## config.mk

```make
export PLATFORM = sky130hd
export DESIGN_NAME = atm_cash_dispenser
export DESIGN_NICKNAME = d
export VERILOG_FILES = /design/src/rtl/atm_pkg.sv /design/src/rtl/atm_note_planner.sv /design/src/rtl/atm_cash_dispenser.sv
export SDC_FILE = /design/constraint.sdc
export NUM_CORES = 1
export LEC_CHECK = 0
export ABC_AREA = 1
export CAP_MARGIN = 20
export CORE_UTILIZATION = 25
export DETAILED_ROUTE_END_ITERATION = 6
export GPL_ROUTABILITY_DRIVEN = 0
export PLACE_DENSITY = 0.5
export SLEW_MARGIN = 20
export SYNTH_ARGS = -nofsm -noshare
export SYNTH_HDL_FRONTEND = slang
export SYNTH_SLANG_ARGS = --single-unit
```

## constraint.sdc

```tcl
create_clock -name clk -period 87.9 [get_ports clk]
set_input_delay 17.58 -clock clk [delete_from_list [all_inputs] [get_ports clk]]
set_output_delay 17.58 -clock clk [all_outputs]
set_load 0.1 [all_outputs]
```

## src/rtl/atm_pkg.sv

```systemverilog
// Shared definitions for the ATM cash dispenser.
// Contents: FSM state enum, note denominations, motor_sel encodings, err_code values and a
// helper that picks the next cassette to feed from (50s first, then 20s, then 10s).
package atm_pkg;

  typedef enum logic [2:0] {
    StIdle,
    StCheck,
    StPlan,
    StReq,
    StWaitAck,
    StGap,
    StDone
  } state_e;

  localparam logic [6:0] Denom50 = 7'd50;
  localparam logic [6:0] Denom20 = 7'd20;
  localparam logic [6:0] Denom10 = 7'd10;

  localparam logic [1:0] Sel10 = 2'b00;
  localparam logic [1:0] Sel20 = 2'b01;
  localparam logic [1:0] Sel50 = 2'b10;

  localparam logic [1:0] ErrOk        = 2'b00;
  localparam logic [1:0] ErrBadAmount = 2'b01;
  localparam logic [1:0] ErrNoNotes   = 2'b10;
  localparam logic [1:0] ErrTimeout   = 2'b11;

  // Dispense order: all 50s, then all 20s, then all 10s.
  function automatic logic [1:0] next_sel(input logic any_50, input logic any_20);
    if (any_50) begin
      return Sel50;
    end else if (any_20) begin
      return Sel20;
    end
    return Sel10;
  endfunction

endpackage

```

## src/rtl/atm_note_planner.sv

```systemverilog
// Combinational greedy note breakdown (50/20/10) bounded by the live cassette inventories.
// Ports:
//   amount            in  7      requested withdrawal value
//   cnt_50/20/10      in  CNT_W  notes available in each cassette
//   n50/n20/n10       out CNT_W  notes to feed from each cassette
//   ok                out 1      breakdown covers the whole amount
module atm_note_planner
  import atm_pkg::*;
#(
  parameter int unsigned CNT_W = 6
) (
  input  logic [6:0]       amount,
  input  logic [CNT_W-1:0] cnt_50,
  input  logic [CNT_W-1:0] cnt_20,
  input  logic [CNT_W-1:0] cnt_10,
  output logic [CNT_W-1:0] n50,
  output logic [CNT_W-1:0] n20,
  output logic [CNT_W-1:0] n10,
  output logic             ok
);

  // Worked in 32 bits so any CNT_W compares cleanly; every value stays below 128.
  int unsigned rem;
  int unsigned t50;
  int unsigned t20;
  int unsigned t10;

  always_comb begin
    rem = 32'(amount);
    t50 = rem / 32'(Denom50);
    if (t50 > 32'(cnt_50)) t50 = 32'(cnt_50);
    rem = rem - t50 * 32'(Denom50);
    t20 = rem / 32'(Denom20);
    if (t20 > 32'(cnt_20)) t20 = 32'(cnt_20);
    rem = rem - t20 * 32'(Denom20);
    t10 = rem / 32'(Denom10);
    if (t10 > 32'(cnt_10)) t10 = 32'(cnt_10);
    rem = rem - t10 * 32'(Denom10);
    // Each t is bounded by its inventory, so the casts below never lose bits.
    n50 = CNT_W'(t50);
    n20 = CNT_W'(t20);
    n10 = CNT_W'(t10);
    ok  = (rem == 0);
  end

endmodule

```

## src/rtl/atm_cash_dispenser.sv

```systemverilog
// ATM cash dispenser: validates a withdrawal, plans a greedy 50/20/10 breakdown against the
// cassette inventories and feeds notes one at a time over a motor req/ack handshake.
// Optional feature macro: ATM_DISP_TIMEOUT_EN adds an ack watchdog (TIMEOUT_CYC cycles).
// Ports:
//   clk, reset (synchronous, active-low)
//   start/amount  withdrawal request (IDLE only); refill reloads cassettes (IDLE only)
//   motor_req/motor_sel/motor_ack  note-feed handshake
//   busy, done, error, err_code    status back to the controller
//   cnt_50/cnt_20/cnt_10           live cassette inventories
module atm_cash_dispenser
  import atm_pkg::*;
#(
  parameter int unsigned CNT_W       = 6,
  parameter int unsigned INIT_50     = 8,
  parameter int unsigned INIT_20     = 16,
  parameter int unsigned INIT_10     = 32,
  parameter int unsigned TIMEOUT_CYC = 255
) (
  input  logic             clk,
  input  logic             reset,
  input  logic             start,
  input  logic [6:0]       amount,
  input  logic             refill,
  input  logic             motor_ack,
  output logic             motor_req,
  output logic [1:0]       motor_sel,
  output logic             busy,
  output logic             done,
  output logic             error,
  output logic [1:0]       err_code,
  output logic [CNT_W-1:0] cnt_50,
  output logic [CNT_W-1:0] cnt_20,
  output logic [CNT_W-1:0] cnt_10
);

  localparam logic [CNT_W-1:0] Init50 = CNT_W'(INIT_50);
  localparam logic [CNT_W-1:0] Init20 = CNT_W'(INIT_20);
  localparam logic [CNT_W-1:0] Init10 = CNT_W'(INIT_10);
  localparam logic [CNT_W-1:0] One    = CNT_W'(1);

  state_e           state_q;
  logic [6:0]       amount_q;
  logic [CNT_W-1:0] n50_q, n20_q, n10_q;
  logic [CNT_W-1:0] plan_50, plan_20, plan_10;
  logic             plan_ok;
  logic             notes_left;

  atm_note_planner #(
    .CNT_W (CNT_W)
  ) u_planner (
    .amount (amount_q),
    .cnt_50 (cnt_50),
    .cnt_20 (cnt_20),
    .cnt_10 (cnt_10),
    .n50    (plan_50),
    .n20    (plan_20),
    .n10    (plan_10),
    .ok     (plan_ok)
  );

  assign notes_left = (n50_q != '0) || (n20_q != '0) || (n10_q != '0);

`ifdef ATM_DISP_TIMEOUT_EN
  localparam int unsigned TmrW = $clog2(TIMEOUT_CYC + 1);
  logic [TmrW-1:0] tmr_q;
`else
  logic unused_timeout;
  assign unused_timeout = ^TIMEOUT_CYC;
`endif

  // Outputs are registered and updated on the transition into the state they belong to,
  // so motor_req is already high during REQ and done is high during DONE.
  always_ff @(posedge clk) begin
    if (!reset) begin
      state_q   <= StIdle;
      amount_q  <= '0;
      n50_q     <= '0;
      n20_q     <= '0;
      n10_q     <= '0;
      motor_req <= 1'b0;
      motor_sel <= Sel10;
      busy      <= 1'b0;
      done      <= 1'b0;
      error     <= 1'b0;
      err_code  <= ErrOk;
      cnt_50    <= Init50;
      cnt_20    <= Init20;
      cnt_10    <= Init10;
`ifdef ATM_DISP_TIMEOUT_EN
      tmr_q     <= '0;
`endif
    end else begin
      done  <= 1'b0;
      error <= 1'b0;
      unique case (state_q)
        StIdle: begin
          if (start) begin
            amount_q <= amount;
            err_code <= ErrOk;
            busy     <= 1'b1;
            state_q  <= StCheck;
          end else if (refill) begin
            cnt_50 <= Init50;
            cnt_20 <= Init20;
            cnt_10 <= Init10;
          end
        end
        StCheck: begin
          if (amount_q == 7'd0 || (amount_q % Denom10) != 7'd0) begin
            err_code <= ErrBadAmount;
            done     <= 1'b1;
            error    <= 1'b1;
            state_q  <= StDone;
          end else begin
            state_q <= StPlan;
          end
        end
        StPlan: begin
          if (!plan_ok) begin
            err_code <= ErrNoNotes;
            done     <= 1'b1;
            error    <= 1'b1;
            state_q  <= StDone;
          end else begin
            n50_q     <= plan_50;
            n20_q     <= plan_20;
            n10_q     <= plan_10;
            motor_req <= 1'b1;
            motor_sel <= next_sel(plan_50 != '0, plan_20 != '0);
            state_q   <= StReq;
          end
        end
        StReq: begin
`ifdef ATM_DISP_TIMEOUT_EN
          tmr_q   <= '0;
`endif
          state_q <= StWaitAck;
        end
        StWaitAck: begin
          if (motor_ack) begin
            motor_req <= 1'b0;
            unique case (motor_sel)
              Sel50: begin
                n50_q  <= n50_q - One;
                cnt_50 <= cnt_50 - One;
              end
              Sel20: begin
                n20_q  <= n20_q - One;
                cnt_20 <= cnt_20 - One;
              end
              default: begin
                n10_q  <= n10_q - One;
                cnt_10 <= cnt_10 - One;
              end
            endcase
            state_q <= StGap;
          end
`ifdef ATM_DISP_TIMEOUT_EN
          else if (tmr_q == TmrW'(TIMEOUT_CYC - 1)) begin
            // Notes already fed stay deducted; the rest of the plan is abandoned.
            motor_req <= 1'b0;
            err_code  <= ErrTimeout;
            done      <= 1'b1;
            error     <= 1'b1;
            state_q   <= StDone;
          end else begin
            tmr_q <= tmr_q + TmrW'(1);
          end
`endif
        end
        StGap: begin
          if (notes_left) begin
            motor_req <= 1'b1;
            motor_sel <= next_sel(n50_q != '0, n20_q != '0);
            state_q   <= StReq;
          end else begin
            done    <= 1'b1;
            error   <= (err_code != ErrOk);
            state_q <= StDone;
          end
        end
        StDone: begin
          busy    <= 1'b0;
          state_q <= StIdle;
        end
        default: begin
          state_q <= StIdle;
        end
      endcase
    end
  end

endmodule

```

==> impl_metrics.toml <==
[run_status]
status = "finished, final reports clean"

[worst_setup_path]
cpMaxStageDelayCell = "o21ai_0"
critPathCaptureType = "flip-flop"
cpMostUsedCell = "nand2_1"
crit_type = "flip-flop to flip-flop"
crit_fanout = 9
startpoint_type = "flip-flop"
critPathArrivalTime_ns = 35.42
required_ns = 88.12
cp_slowest_stage_delay_ns = 0.60

[yosys]
synth_top_cell_area_share = 0.198
synth_edf_count = 0
ys_ff_latch = 54
syn_inst = 2164
synth_area_mm2 = 0.0135
ys.flop_type = "dfxtp_1"
avgSynthCellArea_um2 = 6.24
synth_top_area_cell = "ha_1"
synth.distinct_cells = 68
yosysSeqAreaShare = 0.0800
synth_commonest_cells = "nand2_1, inv_1, ha_1, nand3_1, a21oi_1"
ys_warn_count = 0
yosysMostFrequentCell = "nand2_1"
synth-async-reset-ratio = 0
synth.area.top_cells = "ha_1, nand2_1, inv_1"

[final_layout]
final_cells = 2997
num-nets-final = 2540
drive_gt1_frac = 0.111
area_growth_pct = 13.2
diodes = 0

[timing]
rsz0062_at_grt = "false"
tightest_slew_ns = 1.00
clock.fmax_mhz = 28.4
finClkSkew_ns = 0.00615
slew_viol_final = 0
maxSlewHeadroom = 0.331
tns_ns = 0
finalSetupViolCount = 0
finalHoldViolCount = 0
finalCriticalPeriod_ns = 35.19
finalCritPeriodShare = 0.400

[cts]
path_clk_slew_ns = 0.07
cts_max_level = 2
cts-root-buf = "clkbuf_16"
cts_setup_buffers = 0
clk_latency_ns = 0.30
cts_resized = 0
tritoncts = "built"
cts_hold_buf = 0
clk_path_buf_depth = 2
cts-buffers-inserted = 5
numClockSinks = 54

[drt]
first_iter_violations = 526
via_count = 13600
postRouteAntennaNets = 0
first_pass_iters = 6
via_per_inst = 4.55
wirelength_mm = 33.9
post-route-drc-count = 0
wire_per_inst_um = 11.3

[global_routing]
grt-ovfl-total = 0
use_met3 = 0.00521
use_met2 = 0.220
grt_pass1_vias = 12700
grt_antenna_before_repair = 0
top_usage_layer = "met2"
grtUsageMet1 = 0.168
grt_usage = 0.124
grt_pass1_wl_mm = 58.0
grt_max_degree = 22

[floorplan]
start_util = 0.255
core.rowCount = 84
die_w_um = 234
die_h_um = 234
pin_count = 38
die_area_mm2 = 0.0550
core_mm2 = 0.0530

[placed_design]
hpwlAfterDp_mm = 29.3
placed_cells = 2989
port_buffers = 37

[job]
drv_cap = 0

[hold_path]
hold_path.class = "flip-flop to flip-flop"
[worst max-delay path, delay by kind of cell (launching register included)]
| kind | cells | cell delay (ns) |
|---|---|---|
| flip-flops | 1 | 0.44 |
| adder cells (fa/ha/maj) | 17 | 4.79 |
| AO/OA/AOI/OAI | 44 | 8.68 |
| AND/OR/NAND/NOR | 139 | 14.94 |
| XOR/XNOR | 11 | 2.22 |
| buffers and inverters | 48 | 3.92 |
[cell families after synthesis]
logic type,synth area share
DFF,0.0800
other,0.000556
buffers and inverters,0.101
xor gates and xnor gates,0.0808
AOI/OAI and AO/OA,0.150
and+or+nand+nor,0.381
adders and majority gates,0.207
[state kept, by name (all words and copies together) (netlist names), 2 cells and up]
signal	cells
cnt_10	6
motor_sel	2
cnt_20	6
n50_q	6
cnt_50	6
amount_q	7
state_q	3
err_code	2
n20_q	6
n10_q	6
[per-stage QoR]
stage	utilization	hold slack, ns	cell area, um2	worst slack [ns]
2_1_floorplan	-	0.457	13900	59.08
3_3_place_gp	0.285	0.472	15100	53.30
3_5_place_dp	0.285	0.471	15100	52.72
4_1_cts	0.289	0.483	15300	52.56
5_1_grt	0.289	0.501	15300	48.15
6_report	0.289	0.476	15300	52.71
[worst paths after layout]
path | endpoint | slack (ns) | startpoint | depth (start not counted)
worst max-delay path | n10_q[2]$_SDFFE_PN0P_ | 52.71 | amount_q[2]$_SDFFE_PN0P_ | 259
worst min-delay path | busy$_SDFFE_PN0P_ | 0.48 | busy$_SDFFE_PN0P_ | 2
worst max register to register | n10_q[2]$_SDFFE_PN0P_ | 52.71 | amount_q[2]$_SDFFE_PN0P_ | 259
worst min register to register | busy$_SDFFE_PN0P_ | 0.48 | busy$_SDFFE_PN0P_ | 2
[metal layers]
layer	share of wire	wire (um)
met5	0	0
met4	0.011	357
met3	0.014	470
met2	0.46	15700
met1	0.51	17400
[cells in the final DEF (no fill, tap or decap), types with 5 or more instances in the layout]
| cell type | count |
|---|---|
| o211ai_1 | 7 |
| inv_2 | 43 |
| or2_2 | 9 |
| nor3_1 | 24 |
| o21bai_1 | 17 |
| nand2_4 | 22 |
| clkinv_1 | 8 |
| nand2_2 | 96 |
| nor2_1 | 134 |
| nand2_1 | 480 |
| a21oi_2 | 8 |
| conb_1 | 105 |
| nand3_1 | 204 |
| dfxtp_1 | 54 |
| a21o_1 | 8 |
| inv_1 | 289 |
| a31oi_1 | 8 |
| a21oi_1 | 166 |
| o21ai_0 | 93 |
| o21ai_2 | 5 |
| clkdlybuf4s50_1 | 37 |
| xnor2_1 | 51 |
| ha_1 | 214 |
| o21ai_1 | 7 |
| a211oi_1 | 5 |
| clkbuf_16 | 5 |
| xor2_1 | 70 |
| nor4_1 | 6 |
| nand4_1 | 24 |
| fa_1 | 6 |
| nand3_2 | 26 |
| nor2_2 | 10 |
| nand3_4 | 5 |
[layout make-up]
class / instances / area, um2
multi-input combinational: 1861 / 11500
inverter: 345 / 1320
clock inverter: 2 / 37.5
sequential: 54 / 1080
clock buffer: 6 / 129
fill: 5871 / 37700
tap: 688 / 861
timing repair buffer: 41 / 400
Power is left out: the tool's default activity adds up to more than one toggle a clock period on the data nets, which glitch-free logic cannot reach.
